**src/rtl/slot_fill_sched_pkg.sv**
```systemverilog
// Shared ISA decode constants, scheduler FSM encoding and control-flow classifiers.
// The decode helpers are shared with the decode stage so both agree on what counts as control flow.
package slot_fill_sched_pkg;

  localparam logic [6:0]  OPC_BRANCH = 7'b1100011;
  localparam logic [6:0]  OPC_JAL    = 7'b1101111;
  localparam logic [6:0]  OPC_JALR   = 7'b1100111;
  localparam logic [6:0]  OPC_SYSTEM = 7'b1110011;
  localparam logic [31:0] INST_NOP   = 32'h0000_0013;

  typedef enum logic {
    ST_IDLE = 1'b0,
    ST_SLOT = 1'b1
  } sched_state_t;

  function automatic logic is_cbranch(input logic [6:0] opcode);
    return opcode == OPC_BRANCH;
  endfunction

  function automatic logic is_ctrl(input logic [6:0] opcode);
    return (opcode == OPC_BRANCH) || (opcode == OPC_JAL) || (opcode == OPC_JALR);
  endfunction

  function automatic logic is_system(input logic [6:0] opcode);
    return opcode == OPC_SYSTEM;
  endfunction

endpackage

```
**src/rtl/slot_fill_sched_sat_counter.sv**
```systemverilog
// Width-parameterised saturating event counter: sticks at all-ones, never wraps.
module sat_counter #(
  parameter int W = 16
) (
  input  logic         clk,
  input  logic         reset,
  input  logic         inc,
  output logic [W-1:0] count
);

  always_ff @(posedge clk) begin
    if (reset) begin
      count <= '0;
    end else if (inc && (count != {W{1'b1}})) begin
      count <= count + 1'b1;
    end
  end

endmodule

```
**src/rtl/slot_fill_sched.sv**
```systemverilog
// Delay-slot filler: promotes the fall-through instruction into a NOP delay slot behind a
// conditional branch, and annuls it when that branch resolves taken.
module slot_fill_sched
  import slot_fill_sched_pkg::*;
#(
  parameter bit ENABLE = 1'b1,
  parameter int CNT_W  = 16
) (
  input  logic             clk,
  input  logic             reset,
  input  logic             stall,
  input  logic             flush,
  input  logic             branch_redirect,
  input  logic [31:0]      id_instr,
  input  logic             cand0_valid,
  input  logic [31:0]      cand0_instr,
  input  logic             cand1_valid,
  input  logic [31:0]      cand1_instr,
  input  logic [31:0]      cand1_pc,
  input  logic             branch_resolved,
  input  logic             branch_taken,
  output logic             kill_cand1,
  output logic             sub_valid,
  output logic [31:0]      sub_instr,
  output logic [31:0]      sub_pc,
  output logic             annul_slot,
  output logic [CNT_W-1:0] fill_count,
  output logic [CNT_W-1:0] annul_count
);

  sched_state_t state;
  logic [31:0]  hold_instr;
  logic [31:0]  hold_pc;
  logic         taken_seen;

  logic in_slot;
  logic id_is_cbranch;
  logic cand0_is_nop;
  logic cand1_eligible;
  logic fill_cond;
  logic taken_now;
  logic annul_inc;
  logic unused_id_bits;

  assign unused_id_bits = ^id_instr[31:7];

  assign in_slot        = (state == ST_SLOT);
  assign id_is_cbranch  = is_cbranch(id_instr[6:0]);
  assign cand0_is_nop   = (cand0_instr == INST_NOP);
  assign cand1_eligible = !is_ctrl(cand1_instr[6:0]) && !is_system(cand1_instr[6:0])
                          && (cand1_instr != INST_NOP);

  assign fill_cond = ENABLE && !stall && !flush && !branch_redirect && id_is_cbranch
                     && cand0_valid && cand0_is_nop && cand1_valid && cand1_eligible;

  // Fills are only evaluated from IDLE; while the slot is occupied fetch keeps cand1.
  assign kill_cand1 = !in_slot && fill_cond;

  assign taken_now  = branch_resolved && branch_taken;
  assign annul_slot = in_slot && (taken_seen || taken_now);

  assign sub_valid  = in_slot;
  assign sub_instr  = in_slot ? hold_instr : INST_NOP;
  assign sub_pc     = in_slot ? hold_pc    : 32'h0;

  // A slot flushed away never reached retirement, so it is not counted as annulled.
  assign annul_inc = in_slot && !flush && !stall && annul_slot;

  always_ff @(posedge clk) begin
    if (reset) begin
      state      <= ST_IDLE;
      hold_instr <= INST_NOP;
      hold_pc    <= 32'h0;
      taken_seen <= 1'b0;
    end else begin
      case (state)
        ST_IDLE: begin
          if (fill_cond) begin
            state      <= ST_SLOT;
            hold_instr <= cand1_instr;
            hold_pc    <= cand1_pc;
            taken_seen <= 1'b0;
          end
        end
        ST_SLOT: begin
          if (taken_now) begin
            taken_seen <= 1'b1;
          end
          if (flush || !stall) begin
            state <= ST_IDLE;
          end
        end
        default: state <= ST_IDLE;
      endcase
    end
  end

  sat_counter #(.W(CNT_W)) u_fill_cnt (
    .clk   (clk),
    .reset (reset),
    .inc   (kill_cand1),
    .count (fill_count)
  );

  sat_counter #(.W(CNT_W)) u_annul_cnt (
    .clk   (clk),
    .reset (reset),
    .inc   (annul_inc),
    .count (annul_count)
  );

endmodule

```
**config.mk**
```make
export PLATFORM = sky130hd
export DESIGN_NAME = slot_fill_sched
export DESIGN_NICKNAME = d
export VERILOG_FILES = /design/src/rtl/slot_fill_sched_pkg.sv /design/src/rtl/slot_fill_sched_sat_counter.sv /design/src/rtl/slot_fill_sched.sv
export SDC_FILE = /design/constraint.sdc
export NUM_CORES = 1
export LEC_CHECK = 0
export ABC_AREA = 1
export BUFFER_PORTS_ARGS = -buffer_cell sky130_fd_sc_hd__buf_2
export CAP_MARGIN = 30
export CORE_ASPECT_RATIO = 0.8
export CORE_MARGIN = 2
export CORE_UTILIZATION = 52
export DETAILED_ROUTE_END_ITERATION = 6
export PLACE_DENSITY = 0.87
export SLEW_MARGIN = 20
export SYNTH_ARGS = -nofsm -noshare
export SYNTH_HDL_FRONTEND = slang
export SYNTH_SLANG_ARGS = --single-unit
```
**constraint.sdc**
```tcl
create_clock -name clk -period 3.15 [get_ports clk]
set_input_delay 0.945 -clock clk [delete_from_list [all_inputs] [get_ports clk]]
set_output_delay 0.945 -clock clk [all_outputs]
set_load 0.05 [all_outputs]
```
==> results of run 1 <==
-- cells in the mapped netlist --
cell type    n  area (µm²)
a31oi_1      4        25.0
or2_2        3        18.8
a21oi_1     21         105
xor2_1       3        26.3
nor4_1       2        12.5
clkbuf_1    16        60.1
buf_1        1        3.75
o21ai_0     68         340
nor3_4       1        16.3
buf_4        2        15.0
buf_2       13        65.1
clkinv_1     1        3.75
o31ai_1      1        7.51
nor2_2       5        31.3
inv_1      124         465
nand2_1    185         694
nand4_2      1        12.5
xnor2_1      1        8.76
nor3_1      66         330
nor3b_1      1        7.51
dfxtp_1     98        1960
buf_6        6        67.6
or3_1        1        6.26
nand4_1     13        81.3
inv_2        4        15.0
a211oi_1     1        7.51
nand3_1     23         115
nor2_4       3        33.8
a21oi_4      1        16.3
nand3b_1     2        15.0
o21ai_1      3        15.0
inv_4        1        6.26
o21bai_1     1        7.51
ha_1         2        25.0
nand3_2      1        10.0
nand2_2      1        6.26
nor2_1     175         657
-- critical path, cell delays in order --
cell and delay, ps:
buf_2 110, nor2_1 110, nand2_1 90, nor2_1 210
nand3_1 160, nor2_4 140, nor2_4 50, buf_2 210
-- worst max-delay path by stage --
stage	from	cells after the start	slack (ps)	endpoint
2_1_floorplan	cand1_instr[2]	8	360	kill_cand1
4_1_cts	cand1_instr[7]	8	170	kill_cand1
5_1_grt	cand0_instr[31]	9	70	kill_cand1
3_5_place_dp	cand1_instr[8]	8	180	kill_cand1
3_3_place_gp	cand0_instr[31]	9	190	kill_cand1
6_report	cand1_instr[7]	8	180	kill_cand1
-- cell families after synthesis --
logic type               after synthesis
XOR/XNOR                               4
AO/OA/AOI/OAI                        100
flip-flops                            98
AND/OR/NAND/NOR                      483
adder cells (fa/ha/maj)                2
buffers and inverters                168
-- placed cells by master, fill, tap and decap left out, types with 4 or more instances in the layout --
cell	count
nand3_1	23
nor2_4	4
nor3_1	66
inv_1	124
inv_2	5
o21ai_0	68
nor2_1	175
nor2_2	4
a31oi_1	4
dfxtp_1	97
nand2_1	184
nand4_1	13
a21oi_1	21
buf_4	4
buf_2	210
clkbuf_16	9
-- power by group through the flow --
| stage | logic [mW] | clock network (mW) | registers (mW) |
|---|---|---|---|
| floorplan | 0.0545 | 0 | 1.27 |
| global placement | 0.147 | 0 | 1.27 |
| detailed placement | 0.150 | 0 | 1.27 |
| CTS | 0.151 | 1.11 | 1.24 |
| global route | 0.170 | 1.18 | 1.24 |
| finish | 0.152 | 1.09 | 1.24 |
-- routing by layer --
| metal | track usage (%) | vias to the layer above |
|---|---|---|
| li1 | - | 3046 |
| met1 | 33.3 | 2582 |
| met2 | 44.5 | 204 |
| met3 | 9.42 | 21 |
| met4 | 7.16 | 0 |
| met5 | 0 | - |
-- layout make-up --
type,count,area (µm²),share of cell area (%)
clock inverter,5,53.8,0.805
multi-input combinational,589,2640,39.5
inverter,130,490,7.34
clock buffer,11,243,3.63
timing repair buffer,216,1120,16.8
tap,136,170,2.55
sequential,98,1960,29.4
-- registers in the layout, summed over array words and instances, names as in the netlist --
| register | count |
|---|---|
| sub_valid | 1 |
| u_fill_cnt.count | 16 |
| taken_seen | 1 |
| hold_instr | 32 |
| u_annul_cnt.count | 16 |
| hold_pc | 32 |
==> impl_metrics.yaml, run 1 <==
outcome:
  status: "complete, no violations"
pwr:
  p_int_mw: 1.95
  p_leak_nw: 3.79
  peakVddDrop_mv: 0.353
  pwr-share-seq_pct: 49.9
  clkPwrFrac_pct: 44.0
  combPwrFrac_pct: 6.1
  power_density_mw_per_mm2: 371
  p_sw_share_pct: 21.6
  power_mw: 2.48
  power_switching_mw: 0.537
drt:
  met3WireLength_mm: 1.29
  dr.first_iter.drc_count: 313
  dr.pass1.iters: 4
  drt.antenna.violating_nets: 0
  top_layer: "met4"
  wl_met1_mm: 6.41
  routedWlPerCell_um: 12.3
  vias: 5853
  via_per_inst: 4.94
  drc_errors: 0
  met2_length_mm: 6.61
  wl_mm: 14.5
clocking:
  clock_sinks: 98
  clk_pin_slew_ps: 60
  cts_hold_buf: 0
  post_cts_resized: 0
  h-tree-depth: 3
  cts_buffer_depth: 2
  clock_latency_ps: 330
  clock-root-buffer: "clkbuf_16"
  cts_buffers: 9
  cts_setup_buffers: 0
  cts_tree: "done"
timing:
  final_max_slew_viol_count: 0
  hold_viol: 0
  finClkSkew_ps: 6.46
  setup_tns_ps: 0
  holdWs_ps: 464
  worst_slack_ps: 181
  finalSetupViolCount: 0
  rsz0062_at_grt: "false"
  slew_headroom_pct: 52.1
  fin_crit_ps: 2970
  fmax_mhz: 337
  worst_pin_slew_ps: 719
  post-route-period-util_pct: 94.3
job:
  drv_cap: 0
global_route:
  antenna_found_initial: 0
  grt_pass1_vias: 5354
  gr-usage-all-layers_pct: 26.9
  grt_max_degree: 81
  grt_pass1_wl_mm: 23.8
  grt-ovfl-total: 0
critical_path:
  crit_fanout: 2
  r2r_cells: 11
  cp_data_arrival_time_ps: 2020
  reg2reg_to: "u_fill_cnt.count[0]"
  start_kind: "input pin"
  reg2reg_from: "sub_valid"
  cp_data_required_time_ps: 2200
  timing_worst_setup_path_type: "input pin to output pin"
  cp-end-kind: "output pin"
  r2r_slack_ps: 910
synth:
  netlist_area_mm2: 0.00530
  synth_compound_area_share_pct: 9.90
  syn_area_per_cell_um2: 6.19
  synth_top_family_by_area: "simple AND/OR/NAND/NOR gates"
  syn_inst: 855
  syn_nets: 994
  synth_fa_ha_area_share_pct: 0.472
  postSynthRegisterBits: 98
  muxShareOfSynthArea_pct: 0
  ys_seq_area_share_pct: 37.0
  yosys.area_share.simple_pct: 38.7
  synth-xor-area-share_pct: 0.661
  yosys_warnings: 0
  synth.distinct_cells: 37
place:
  pre_cts_ws_ps: 181
  dp_cells: 1169
  dp_hpwl_mm: 10.3
  place_area_mm2: 0.00638
  io_buffers: 210
  routabilityCongestion: 0.845
die:
  core_mm2: 0.00977
  fp.dieArea_mm2: 0.0110
  die_y_um: 94.3
  start_util_pct: 54.2
  row_count: 32
  fp.dieW_um: 117
  boundaryPins: 236
final_layout:
  final_cell_area_mm2: 0.00668
  fill_cells: 902
  drive_gt1_share_pct: 24.3
  fin_nets: 1183
  finalNonFillerCells: 1185
  utilization_pct: 68.4
  area_growth_syn_to_layout_pct: 26.2
  diodes: 0
hold_path:
  holdPathStages: 2
  hold_path_end: "taken_seen"
  min_from: "taken_seen"
  hp-class: "flip-flop to flip-flop"
Power figures use the tool's default switching activity.
==> inputs of run 2 (changes only) <==
--- a/config.mk
+++ b/config.mk
@@ -12,7 +12,7 @@
 export CORE_MARGIN = 2
 export CORE_UTILIZATION = 52
 export DETAILED_ROUTE_END_ITERATION = 6
-export PLACE_DENSITY = 0.87
+export PLACE_DENSITY = 0.86
 export SLEW_MARGIN = 20
 export SYNTH_ARGS = -nofsm -noshare
 export SYNTH_HDL_FRONTEND = slang
==> run 2 against run 1 <==
  * Clock power is 7% higher
  * Total power grew 3.2%
  * Clock skew increased by 4.3 ps
  * Combinational power hardly changed
  * Sequential power barely moved
  * Utilization up 0.17 points
  * Worst hold slack improved by 2.2 ps
  * Final cell count about the same
  * Routed wire length hardly changed
  * Die area unchanged
  * Register-to-register slack better by 260 ps
  * Fmax fell by 1.9%
  * Critical path type unchanged
  * Largest cell class unchanged
  * Largest power group unchanged
==> impl_metrics.yaml, run 2 (synthesized netlist as in run 1, its figures left out) <==
timing:
  rsz0062_at_grt: "false"
  final_max_slew_viol_count: 0
  post-route-period-util_pct: 96.0
  finClkSkew_ps: 10.8
  slew_headroom_pct: 52.3
  finalSetupViolCount: 0
  worst_pin_slew_ps: 715
  setup_tns_ps: 0
  fin_crit_ps: 3030
  fmax_mhz: 331
  hold_viol: 0
hold_path:
  hp-class: "flip-flop to flip-flop"
  min_from: "taken_seen"
clocking:
  cts_hold_buf: 0
  clock_latency_ps: 340
  h-tree-depth: 3
  cts_setup_buffers: 0
  post_cts_resized: 0
  cts_buffer_depth: 2
  clock-root-buffer: "clkbuf_16"
  cts_buffers: 9
  clock_sinks: 98
  cts_tree: "done"
  clk_pin_slew_ps: 60
final_layout:
  area_growth_syn_to_layout_pct: 26.5
  drive_gt1_share_pct: 24.4
  layout_commonest_cell: "buf_2"
  diodes: 0
  largestRegisters: "hold_instr x32, hold_pc x32"
  finalNonFillerCells: 1186
  layout_common_cells: "buf_2 (210), nand2_1 (184), nor2_1 (175)"
  fin_nets: 1184
pwr:
  power_density_mw_per_mm2: 383
  clkPwrFrac_pct: 45.8
  peakVddDrop_mv: 0.257
  p_leak_nw: 3.80
  p_sw_share_pct: 21.6
  power_switching_mw: 0.555
  pwr-share-seq_pct: 48.3
  p_int_mw: 2.01
  combPwrFrac_pct: 5.8
critical_path:
  start_kind: "input pin"
  reg2reg_from: "u_annul_cnt.count[0]"
  cp_data_required_time_ps: 2200
  cp_data_arrival_time_ps: 2080
  cp-end-kind: "output pin"
  path_cells: "buf_2, nor2_1, nand2_1, nor2_1, nand3_1, nor2_4, nor2_4, buf_2"
  timing_worst_setup_path_type: "input pin to output pin"
  crit_fanout: 2
  startpoint: "cand1_instr[8]"
  crit_path_max_incr_delay_ps: 230
  slowest_stage: "nor2_1"
drt:
  via_per_inst: 4.89
  drt.antenna.violating_nets: 0
  dr.first_iter.drc_count: 420
  drc_errors: 0
  wl_mm: 14.5
  dr.pass1.iters: 4
  routedWlPerCell_um: 12.2
  vias: 5801
die:
  core_mm2: 0.00977
  die_y_um: 94.3
  fp.dieArea_mm2: 0.0110
  start_util_pct: 54.2
  boundaryPins: 236
  row_count: 32
  fp.dieW_um: 117
job:
  drv_cap: 0
global_route:
  grt-ovfl-total: 0
  antenna_found_initial: 0
  gr-usage-all-layers_pct: 26.4
  grt_pass1_vias: 5348
  grt_max_degree: 81
  grt_pass1_wl_mm: 23.5
place:
  routabilityCongestion: 0.897
  dp_cells: 1170
  dp_hpwl_mm: 10.3
  io_buffers: 210
outcome:
  status: "complete, no violations"
[run 2: cell count changes in the layout (fill, tap and decap cells not counted), sizes merged]
cell      delta
clkinv       -3
clkinvlp     +2
buf          +1
bufinv       +1
clkbuf       -1
inv          +1
[run 2: per-layer routing]
layer	up-vias	GRT usage [%]	share of wire, %
met5	-	0	0
met4	0	8.14	1.7
met3	20	8.39	8.3
met2	203	43.6	45
met1	2540	32.7	45
li1	3038	-	-
[run 2: worst paths after layout]
| kind | slack, ps | to | cells past startpoint |
|---|---|---|---|
| setup / recovery | 120 | kill_cand1 | 8 |
| hold reg to reg | 470 | taken_seen | 2 |
| hold / removal | 470 | taken_seen | 2 |
| setup reg to reg | 1170 | u_annul_cnt.count[5] | 9 |
[run 2: stage by stage]
step | utilization, % | setup slack [ps] | hold WS, ps | instance area (µm²) | power, mW
finish | 68.6 | 125 | 466 | 6700 | 2.56
global route | 68.6 | 53.2 | 508 | 6700 | 2.64
CTS | 68.6 | 127 | 472 | 6700 | 2.58
detailed placement | 65.3 | 135 | 458 | 6380 | 1.42
global placement | 65.3 | 144 | 448 | 6380 | 1.41
floorplan | - | 359 | 434 | 5300 | 1.32
[run 2: power by group through the flow]
| stage | logic [mW] | registers, mW | clock network [mW] |
|---|---|---|---|
| after global placement | 0.146 | 1.27 | 0 |
| final | 0.150 | 1.24 | 1.17 |
| after detailed placement | 0.148 | 1.27 | 0 |
| after floorplan | 0.0545 | 1.27 | 0 |
| after global routing | 0.170 | 1.24 | 1.24 |
| after CTS | 0.150 | 1.24 | 1.19 |
[run 2: final cells by class]
class	instances	area, µm²
Fill cell	938	3070
Sequential cell	98	1960
Clock buffer	10	229
Timing Repair Buffer	217	1120
Inverter	130	490
Multi-Input combinational cell	589	2640
Clock inverter	6	88.8
Tap cell	136	170
[run 2: worst max-delay path: cells and delay by family]
family        cells  cell delay [ps]
simple gates      6              810
buf+inv           2              310
==> inputs of run 3 (changes only) <==
--- a/config.mk
+++ b/config.mk
@@ -13,6 +13,7 @@
 export CORE_UTILIZATION = 52
 export DETAILED_ROUTE_END_ITERATION = 6
 export PLACE_DENSITY = 0.86
+export RECOVER_POWER = 50
 export SLEW_MARGIN = 20
 export SYNTH_ARGS = -nofsm -noshare
 export SYNTH_HDL_FRONTEND = slang
==> run 3 against run 2 <==
  * Sequential share of layout area is 0.58 points higher
  * Non-clock buffer count stayed put
  * Clock skew is 0.59 ps lower
  * Clock-buffer cell count stayed put
  * Worst hold slack better by 1.8 ps
  * Fmax is 0.12% higher
  * Combinational power hardly changed
  * Critical path type unchanged
  * Critical endpoint unchanged
  * Largest power group unchanged
==> impl_metrics.yaml, run 3 (synthesized netlist as in run 1, its figures left out) <==
hold_path:
  hp-class: "flip-flop to flip-flop"
  min_from: "taken_seen"
critical_path:
  cp_data_arrival_time_ps: 2080
  cp-end-kind: "output pin"
  crit_fanout: 2
  cp_data_required_time_ps: 2200
  start_kind: "input pin"
  reg2reg_from: "sub_valid"
  timing_worst_setup_path_type: "input pin to output pin"
  startpoint: "cand1_instr[8]"
clocking:
  cts_buffers: 9
  cts_buffer_depth: 2
  clk_pin_slew_ps: 60
  clock-root-buffer: "clkbuf_16"
  h-tree-depth: 3
  clock_latency_ps: 340
  cts_setup_buffers: 0
  post_cts_resized: 0
  cts_hold_buf: 0
  cts_tree: "done"
  clock_sinks: 98
final_layout:
  drive_gt1_share_pct: 16.9
  area_growth_syn_to_layout_pct: 23.9
  final_cell_area_mm2: 0.00656
  diodes: 0
  layout_common_cells: "nand2_1 (185), nor2_1 (181), buf_2 (141)"
  largestRegisters: "hold_instr x32, hold_pc x32"
  fin_nets: 1184
  layout_commonest_cell: "nand2_1"
  finalNonFillerCells: 1186
die:
  row_count: 32
  boundaryPins: 236
  fp.dieArea_mm2: 0.0110
  start_util_pct: 54.2
  fp.dieW_um: 117
  die_y_um: 94.3
  core_mm2: 0.00977
drt:
  drc_errors: 0
  dr.pass1.iters: 4
  wl_mm: 14.5
  drt.antenna.violating_nets: 0
  vias: 5839
  via_per_inst: 4.92
  dr.first_iter.drc_count: 459
  routedWlPerCell_um: 12.2
timing:
  worst_pin_slew_ps: 790
  finClkSkew_ps: 10.2
  hold_viol: 0
  worst_slack_ps: 128
  fmax_mhz: 331
  rsz0062_at_grt: "false"
  setup_tns_ps: 0
  final_max_slew_viol_count: 0
  fin_crit_ps: 3020
  post-route-period-util_pct: 95.9
  finalSetupViolCount: 0
  slew_headroom_pct: 47.3
global_route:
  grt_pass1_wl_mm: 23.5
  grtUsageMet2_pct: 43.6
  gr-usage-all-layers_pct: 26.4
  antenna_found_initial: 0
  use_met3_pct: 8.39
  top_usage_layer: "met2"
  grt-ovfl-total: 0
  use_met1_pct: 32.7
  grt_max_degree: 81
  grt_pass1_vias: 5348
pwr:
  power_mw: 2.56
  power_density_mw_per_mm2: 390
  p_leak_nw: 3.49
  peakVddDrop_mv: 0.257
place:
  place_area_mm2: 0.00638
  io_buffers: 210
  dp_cells: 1170
  dp_hpwl_mm: 10.3
  routabilityCongestion: 0.897
  pre_cts_ws_ps: 135
job:
  drv_cap: 0
outcome:
  status: "complete, no violations"
run 3: cell types whose count changed in the layout (fill, tap and decap cells not counted), moves of 2 or more:
cell / previous run / this run
buf_2: 210 / 141
clkbuf_1: 1 / 69
nor2_1: 175 / 181
nor2_2: 4 / 0
clkbuf_2: 0 / 3
buf_4: 6 / 4
nor2_4: 4 / 2
run 3: final cells by class:
class | instances | area, µm²
Timing Repair Buffer | 217 | 1030
Clock buffer | 10 | 229
Fill cell | 990 | 3210
Sequential cell | 98 | 1960
Multi-Input combinational cell | 589 | 2600
Tap cell | 136 | 170
Clock inverter | 6 | 88.8
Inverter | 130 | 490
run 3: per-stage QoR:
step / util [%] / hold WS [ps]
6_report: 67.2 / 468
3_3_place_gp: 65.3 / 448
5_1_grt: 67.2 / 508
4_1_cts: 68.6 / 472
2_1_floorplan: - / 434
3_5_place_dp: 65.3 / 458
run 3: worst paths after layout:
| check | end | slack (ps) | cells after the start |
|---|---|---|---|
| worst max-delay path | kill_cand1 | 130 | 8 |
| worst min register to register | taken_seen | 470 | 2 |
| worst max register to register | u_annul_cnt.count[10] | 590 | 10 |
| worst min-delay path | taken_seen | 470 | 2 |
run 3: worst max-delay path, cell delays in order:
cell,delay (ps)
buf_2,100
nor2_1,140
nand2_1,80
nor2_1,230
nand3_1,170
nor2_4,140
nor2_4,50
buf_2,210
run 3: report_power, final:
group              switching (mW)  internal, mW  leakage (nW)  total, mW
logic                      0.0774        0.0719          2.55      0.149
clock network               0.475         0.698         0.149       1.17
registers      0.0000000000000741          1.24         0.789       1.24
total                       0.552          2.01          3.49       2.56
run 3: metal layers:
metal,part of all wire (%),up-vias
li1,-,3042
met5,0,-
met4,1.8,0
met3,8.6,24
met2,45,203
met1,44,2570
